<file path="src/rtl/sqrt_req_sequencer.sv">
// sqrt_req_sequencer: buffers operands in a small FIFO and drives the sqrt
// engine's start/busy/valid handshake one operation at a time, returning each
// result tagged with its operand on a valid/ready stream.
// Optional build macro: SQRT_SEQ_CHECK_EN adds check_err_o, a sticky flag set
// when a captured result is not floor(sqrt(operand)).
module sqrt_req_sequencer #(
  parameter int DEPTH          = 4,
  parameter int TIMEOUT_CYCLES = 64
) (
  input  logic                   clk,
  input  logic                   reset,
  input  logic                   op_valid_i,
  input  logic [31:0]            op_data_i,
  output logic                   op_ready_o,
  output logic [31:0]            eng_a_o,
  output logic                   eng_start_o,
  input  logic [31:0]            eng_result_i,
  input  logic                   eng_valid_i,
  input  logic                   eng_busy_i,
  output logic                   res_valid_o,
  output logic [31:0]            res_data_o,
  output logic [31:0]            res_operand_o,
  input  logic                   res_ready_i,
  output logic                   timeout_o,
  output logic [$clog2(DEPTH):0] count_o
`ifdef SQRT_SEQ_CHECK_EN
  ,
  output logic                   check_err_o
`endif
);

  localparam int AW = $clog2(DEPTH);
  localparam int TW = $clog2(TIMEOUT_CYCLES + 1);
  localparam logic [AW:0]   FULL_CNT = (AW + 1)'(DEPTH);
  localparam logic [TW-1:0] TMO_LAST = TW'(TIMEOUT_CYCLES - 1);

  typedef enum logic [2:0] {IDLE, ISSUE, WAIT_BUSY, WAIT_DONE, OUTPUT} state_t;

  state_t        state;
  logic [31:0]   mem [DEPTH];
  logic [AW-1:0] wr_ptr, rd_ptr;
  logic [TW-1:0] timer;
  logic          push, pop;

  assign op_ready_o = (count_o != FULL_CNT);
  assign push       = op_valid_i && op_ready_o;
  assign pop        = (state == ISSUE);

  // Operand storage; contents need no reset since count gates every read.
  always_ff @(posedge clk) begin
    if (push) mem[wr_ptr] <= op_data_i;
  end

  // FIFO pointers and occupancy; simultaneous push and pop cancel out.
  always_ff @(posedge clk or posedge reset) begin
    if (reset) begin
      wr_ptr  <= '0;
      rd_ptr  <= '0;
      count_o <= '0;
    end else begin
      if (push) wr_ptr <= wr_ptr + 1'b1;
      if (pop)  rd_ptr <= rd_ptr + 1'b1;
      case ({push, pop})
        2'b10:   count_o <= count_o + 1'b1;
        2'b01:   count_o <= count_o - 1'b1;
        default: count_o <= count_o;
      endcase
    end
  end

`ifdef SQRT_SEQ_CHECK_EN
  logic [63:0] chk_r, chk_a, chk_r1;
  logic        chk_bad;

  // Result sanity: r*r <= a < (r+1)*(r+1), evaluated at 64 bits.
  always_comb begin
    chk_r   = {32'd0, eng_result_i};
    chk_a   = {32'd0, eng_a_o};
    chk_r1  = chk_r + 64'd1;
    chk_bad = (chk_r * chk_r > chk_a) || (chk_r1 * chk_r1 <= chk_a);
  end
`endif

  // Sequencer FSM; all engine-facing and result outputs are registered here.
  always_ff @(posedge clk or posedge reset) begin
    if (reset) begin
      state         <= IDLE;
      eng_a_o       <= '0;
      eng_start_o   <= 1'b0;
      res_valid_o   <= 1'b0;
      res_data_o    <= '0;
      res_operand_o <= '0;
      timeout_o     <= 1'b0;
      timer         <= '0;
`ifdef SQRT_SEQ_CHECK_EN
      check_err_o   <= 1'b0;
`endif
    end else begin
      case (state)
        IDLE: begin
          // Busy guard keeps a late-finishing engine (e.g. after a timeout)
          // from seeing a start while it is still working.
          if (count_o != '0 && !eng_busy_i) begin
            eng_a_o     <= mem[rd_ptr];
            eng_start_o <= 1'b1;
            state       <= ISSUE;
          end
        end
        ISSUE: begin
          eng_start_o <= 1'b0;
          timer       <= '0;
          state       <= WAIT_BUSY;
        end
        WAIT_BUSY: begin
          // eng_valid_i may still be high from the previous result, so only
          // a rising busy proves this operation was accepted.
          if (eng_busy_i) begin
            timer <= timer + 1'b1;
            state <= WAIT_DONE;
          end else if (timer == TMO_LAST) begin
            timeout_o <= 1'b1;
            state     <= IDLE;
          end else begin
            timer <= timer + 1'b1;
          end
        end
        WAIT_DONE: begin
          if (eng_valid_i && !eng_busy_i) begin
            res_data_o    <= eng_result_i;
            res_operand_o <= eng_a_o;
            res_valid_o   <= 1'b1;
`ifdef SQRT_SEQ_CHECK_EN
            check_err_o   <= check_err_o | chk_bad;
`endif
            state         <= OUTPUT;
          end else if (timer == TMO_LAST) begin
            timeout_o <= 1'b1;
            state     <= IDLE;
          end else begin
            timer <= timer + 1'b1;
          end
        end
        OUTPUT: begin
          if (res_ready_i) begin
            res_valid_o <= 1'b0;
            state       <= IDLE;
          end
        end
        default: state <= IDLE;
      endcase
    end
  end

endmodule

</file>
<file path="config.mk">
export PLATFORM = sky130hd
export DESIGN_NAME = sqrt_req_sequencer
export DESIGN_NICKNAME = d
export VERILOG_FILES = /design/src/rtl/sqrt_req_sequencer.sv
export SDC_FILE = /design/constraint.sdc
export NUM_CORES = 1
export LEC_CHECK = 0
export ABC_AREA = 1
export ABC_CLOCK_PERIOD_IN_PS = 5800
export BUFFER_PORTS_ARGS = -buffer_cell sky130_fd_sc_hd__buf_2
export CAP_MARGIN = 25
export CORE_UTILIZATION = 25
export CTS_CLUSTER_DIAMETER = 50
export DETAILED_ROUTE_END_ITERATION = 10
export PLACE_DENSITY_LB_ADDON = 0.2
export SYNTH_ARGS = -nofsm -noshare
export SYNTH_HDL_FRONTEND = slang
export SYNTH_SLANG_ARGS = --single-unit
export TNS_END_PERCENT = 10
</file>
<file path="constraint.sdc">
create_clock -name clk -period 5.8 [get_ports clk]
set_input_delay 0.29 -clock clk [delete_from_list [all_inputs] [get_ports clk]]
set_output_delay 0.29 -clock clk [all_outputs]
set_load 0.02 [all_outputs]
</file>
== Word level (Yosys, flattened, before mapping) ==
Memory sizes are Yosys's and may differ from the RTL's. A register that Yosys moved wholly into a read port is not among the register bits.
Index checks and enable logic that the tools add are counted.
W data, S select, Z words.

* Memories kept: 1
* Register bits: 84
* Word-level logic and storage cells: 69
* Memory bits (writable): 128
* Input port bits: 70
* Output and inout bits: 103

{| class="wikitable"
|+ Memory list
! name !! words !! bits a word !! read ports !! clocked after memory_dff !! wr ports !! line !! source
|-
| mem || 4 || 32 || 1 || 1 || 1 || 40 || <nowiki>logic [31:0] mem [DEPTH];</nowiki>
|}

* Muxes and demuxes: 22
* Reduce and logical (&&, ||, !) cells: 18
* Add/subtract/negate cells: 5
* Equal/unequal tests: 13

{| class="wikitable"
|+ Operators by type and width
! kind !! count
|-
| $mux W7 || 3
|-
| $pmux W7 S3 || 1
|-
| $mux W3 || 5
|-
| $pmux W3 S5 || 1
|-
| $ne A2 B2 Y1 const B || 5
|-
| $reduce_and A2 Y1 || 5
|-
| $mux W1 || 8
|-
| $reduce_bool A2 Y1 || 4
|-
| $add A7 B1 Y7 const B || 1
|-
| $eq A7 B6 Y1 const B || 1
|-
| $eq A3 B2 Y1 const B || 2
|-
| $pmux W1 S2 || 3
|-
| $pmux W3 S2 || 1
|-
| $reduce_and A3 Y1 || 2
|-
| $reduce_bool A3 Y1 || 2
|-
| $add A2 B1 Y2 const B || 2
|-
| $add A3 B1 Y3 const B || 1
|-
| $eq A3 B1 Y1 const B || 1
|-
| $eq A3 B3 Y1 const B || 1
|-
| $logic_and A1 B1 Y1 || 3
|-
| $logic_not A3 Y1 || 1
|-
| $ne A3 B3 Y1 const B || 1
|-
| $sub A3 B1 Y3 const B || 1
|-
| $eq A2 B1 Y1 const B || 1
|-
| other kinds (2) || 2
|}

== Longest topological paths before layout ==
* Word-level depth: 4
* Mapped depth: 9
* Mapped depth without buffers: 9

== Worst setup path after synthesis ==
Ideal clock, no wire load.

* Path kind: flip-flop to flip-flop
* From: reg count_o[0]
* To: mem mem[0][0] (enable)
* Setup time: 421 ps
* Path buffers: 0
* Data arrival time: 2,412 ps
* Cell stages (with the launch flop): 5
* Required time: 5,379 ps
* Clock period less this slack: 2,833 ps
* Setup slack: 2,967 ps
* Cell sequence: dfrtp_1 inv_1 nand3_1 nand2_1 nor2_1

* Longest elaborated chain between the ends: 4

{| class="wikitable"
|+ RTL lines
! what !! line !! source
|-
| start: declaration || 25 || <nowiki>output logic [$clog2(DEPTH):0] count_o</nowiki>
|-
| start signal: assignment || 64 || <nowiki>2'b10: count_o <= count_o + 1'b1;</nowiki>
|-
| start signal: assignment || 65 || <nowiki>2'b01: count_o <= count_o - 1'b1;</nowiki>
|-
| start signal: assignment || 66 || <nowiki>default: count_o <= count_o;</nowiki>
|-
| $ne A3 B3 Y1 || 45 || <nowiki>assign op_ready_o = (count_o != FULL_CNT);</nowiki>
|-
| via op_ready_o || 14 || <nowiki>output logic op_ready_o,</nowiki>
|-
| $logic_and A1 B1 Y1 || 46 || <nowiki>assign push = op_valid_i && op_ready_o;</nowiki>
|-
| $mux W1 || 51 || <nowiki>if (push) mem[wr_ptr] <= op_data_i;</nowiki>
|-
| $mux W1 (not written as such) || 51 ||
|-
| end: declaration || 40 ||
|}

The timed path passes the listed nets, and every way through them passes these cells.

== Final worst setup path ==
* From: reg state[0]
* To: reg timer[1]

* Longest elaborated chain between the ends: 3
* Elaborated cells on any way between the ends: 7
* Classes of those cells: eq/ne: 4; mux: 1; reduce/logical: 2

{| class="wikitable"
|+ RTL lines
! what !! line !! source
|-
| start: declaration || 39 || <nowiki>state_t state;</nowiki>
|-
| start signal: assignment || 87 || <nowiki>state <= IDLE;</nowiki>
|-
| start signal: assignment || 106 || <nowiki>state <= ISSUE;</nowiki>
|-
| start signal: assignment || 112 || <nowiki>state <= WAIT_BUSY;</nowiki>
|-
| $eq A3 B2 Y1 / $eq A3 B1 Y1 (equally long branches) || 99 || <nowiki>case (state)</nowiki>
|-
| $ne A2 B2 Y1 (no line) / $reduce_bool A3 Y1 (equally long branches) || - ||
|-
| $reduce_and A2 Y1 (no line) || - ||
|-
| end signal: assignment || 118 || <nowiki>timer <= timer + 1'b1;</nowiki>
|-
| end signal: assignment || 124 || <nowiki>timer <= timer + 1'b1;</nowiki>
|-
| end signal: assignment || 140 || <nowiki>timer <= timer + 1'b1;</nowiki>
|-
| end: declaration || 42 || <nowiki>logic [TW-1:0] timer;</nowiki>
|}

Parallel ways exist; a longest one is shown, timed or not.
A chain may end at the register's enable or synchronous reset.

==> out/metrics.cfg <==
[timing]
hold_ws_ns=0.1681
post-route-period-util_pct=39.84
slew_headroom_pct=44.58
slew_viol_final=0
tns_ns=0
fmaxAchievable_mhz=432.8
setup_viol=0
worstMarginPinSlew_ns=0.8294
fin_skew_ns=0.007380
period_minus_slack_ns=2.311
grt_setup_unrepaired=false
hold_viol=0

[final_layout]
area.growth.synth_to_final_pct=32.90
nets=1186
layout-drive-gt1-share_pct=21.98
final_cell_mix=193 x nand2_1, 172 x buf_2, 161 x o21ai_0, 128 x edfxtp_1, 114 x dfrtp_1
mostFrequentLayoutCell=nand2_1
fillCellCount=3795
final_core_util_pct=33.75

[pwr]
p_comb_share_pct=34.0
swShare_pct=37.87
internal_power_mw=4.308
powerDensity_nw_per_um2=546.8
totalPowerFinal_mw=6.934
switchingPower_mw=2.626
seq_power_share_pct=38.3
p_leak_nw=5.460
power.share.clock_pct=27.7
peakVddDrop_uv=290.0

[global_route]
grt_max_degree=68
antenna_found_initial=5
grt_use_met1_pct=17.69
grt.total_usage_pct=12.89
met2_usage_pct=20.23
grt.busiest_layer=met2
grt_pass1_wl_mm=39.13
grt_pass1_vias=6742
met3_usage_pct=2.800
overflow=0

[synthesis]
ys_seq_elements=244
synth_warnings=0
syn_area_um2=9543
avgSynthCellArea_um2=10.99
ys_types=24
syn_nets=945
synth_seq_area_share_pct=70.70
syn_inst=868

[critical_path]
critical_path_class=reg -> reg
crit_arrival_ns=2.80
end_kind=flop
critPathRequiredTime_ns=6.29
path_max_fanout=51
crit_path_start_kind=flop

[clock_tree]
root_buffer=clkbuf_16
clk_latency_ns=0.55
ctsHtreeMaxLevel=1
cts_tree=done
post-cts-setup-buffers=0
cts_inserted_buffers=30
clkSinkCount=244
clock_path_buffers=3
cts.clk_slew.worst_paths_ns=0.06

[drt]
drt-initial-drc-count=329
drc_errors=0
dr.pass1.iters=4
viasPerCell=4.133
drt_wl_total_mm=24.98
ant_nets=0
num_vias=6803
wl_per_cell_um=15.18

[floorplanning]
num_io_pins=173
rows=71
fp.dieArea_um2=38960
coreArea_um2=37580
start_util_pct=25.40
dieWidth_um=197.4
die_h_um=197.4

[run_status]
status=completed

[place]
hpwl_mm=15.81
globalplace.congestion=0.7689
numPortBuffers=172

[hold_path]
hp-class=in -> reg

[flow_run]
maxCapViolations=0

worst max-delay path, cell delays in order, from the launching register on:
cell     delay, ns
dfrtp_1       0.44
inv_1         0.10
nor2_1        0.07
nand3_4       0.39
buf_4         0.54
nand2_1       0.25
a21oi_1       0.23
nand3_1       0.09
nand2_1       0.07
cells by family (layout without fill, tap and decap cells):
family,count (synthesis),count (layout),share of synthesized area (%)
AO/OA/AOI/OAI,182,182,9.571
XOR/XNOR,6,6,0.5508
adder cells (fa/ha/maj),7,7,0.9964
buffers and inverters,102,367,4.707
flip-flops,244,244,70.70
other,0,2,0
AND/OR/NAND/NOR,327,327,13.48
worst paths after layout:
path | cells past startpoint | slack (ns) | end | from
worst min-delay path | 3 | 0.17 | timer[6] | eng_busy_i
worst max register to register | 8 | 3.49 | timer[1] | state[0]
worst min register to register | 2 | 0.46 | res_data_o[8] | res_data_o[8]
min in group asynchronous | 3 | 0.45 | res_data_o[27] | reset
worst max-delay path | 8 | 3.49 | timer[1] | state[0]
max in group asynchronous | 4 | 4.05 | rd_ptr[0] | reset
power groups by stage:
| stage | clock, mW | sequential [mW] | combinational [mW] |
|---|---|---|---|
| floorplan | 0 | 3.10 | 1.07 |
| global placement | 0 | 2.68 | 2.35 |
| detailed placement | 0 | 2.69 | 2.36 |
| CTS | 1.99 | 2.66 | 2.41 |
| global route | 2.05 | 2.73 | 2.65 |
| finish | 1.92 | 2.66 | 2.36 |
metal layers:
metal | vias up | part of all wire [%]
met5 | - | 0.14
met4 | 6 | 1.9
met3 | 41 | 5.8
met2 | 169 | 45
met1 | 3213 | 48
li1 | 3374 | -
stage by stage:
step / instances / worst slack, ns / instance area (um^2)
floorplan: 868 / 2.438 / 9543
CTS: 1643 / 3.439 / 12650
detailed placement: 1521 / 3.459 / 10950
global placement: 1520 / 3.407 / 10930
finish: 1646 / 3.489 / 12680
global route: 1646 / 3.204 / 12680
final cells by class:
type	instances	area (um^2)	share of cell area, %
Antenna cell	2	5.005	0.03946
Clock buffer	39	855.8	6.748
Clock inverter	17	187.7	1.480
Inverter	63	239.0	1.884
Multi-Input combinational cell	522	2377	18.75
Sequential cell	244	6749	53.22
Tap cell	511	639.4	5.041
Timing Repair Buffer	248	1629	12.85
state kept, by name (all words and copies together), names as in the netlist, 3 cells and up:
register / count
timer: 7
mem: 128
res_data_o: 32
count_o: 3
state: 3
eng_a_o: 32
res_operand_o: 32
cell usage after synthesis (all sizes together):
master	instances	share of area (%)
edfxtp	128	40
xnor2	3	0.28
buf	25	1.7
dfrtp	116	30
inv	63	2.5
o21bai	1	0.079
a21oi	9	0.47
clkbuf	14	0.55
xor2	3	0.28
o21ai	172	9.0
nor3	3	0.21
nor2	119	4.9
ha	6	0.79
fa	1	0.21
nand2	193	7.6
nand3	12	0.76
timing repair:
item | CTS | global route
resized for setup | 0 | 0
hold endpoints to repair | 220 | 0
hold buffers | 66 | 0
Note: power is estimated with default switching activity, not from simulation.
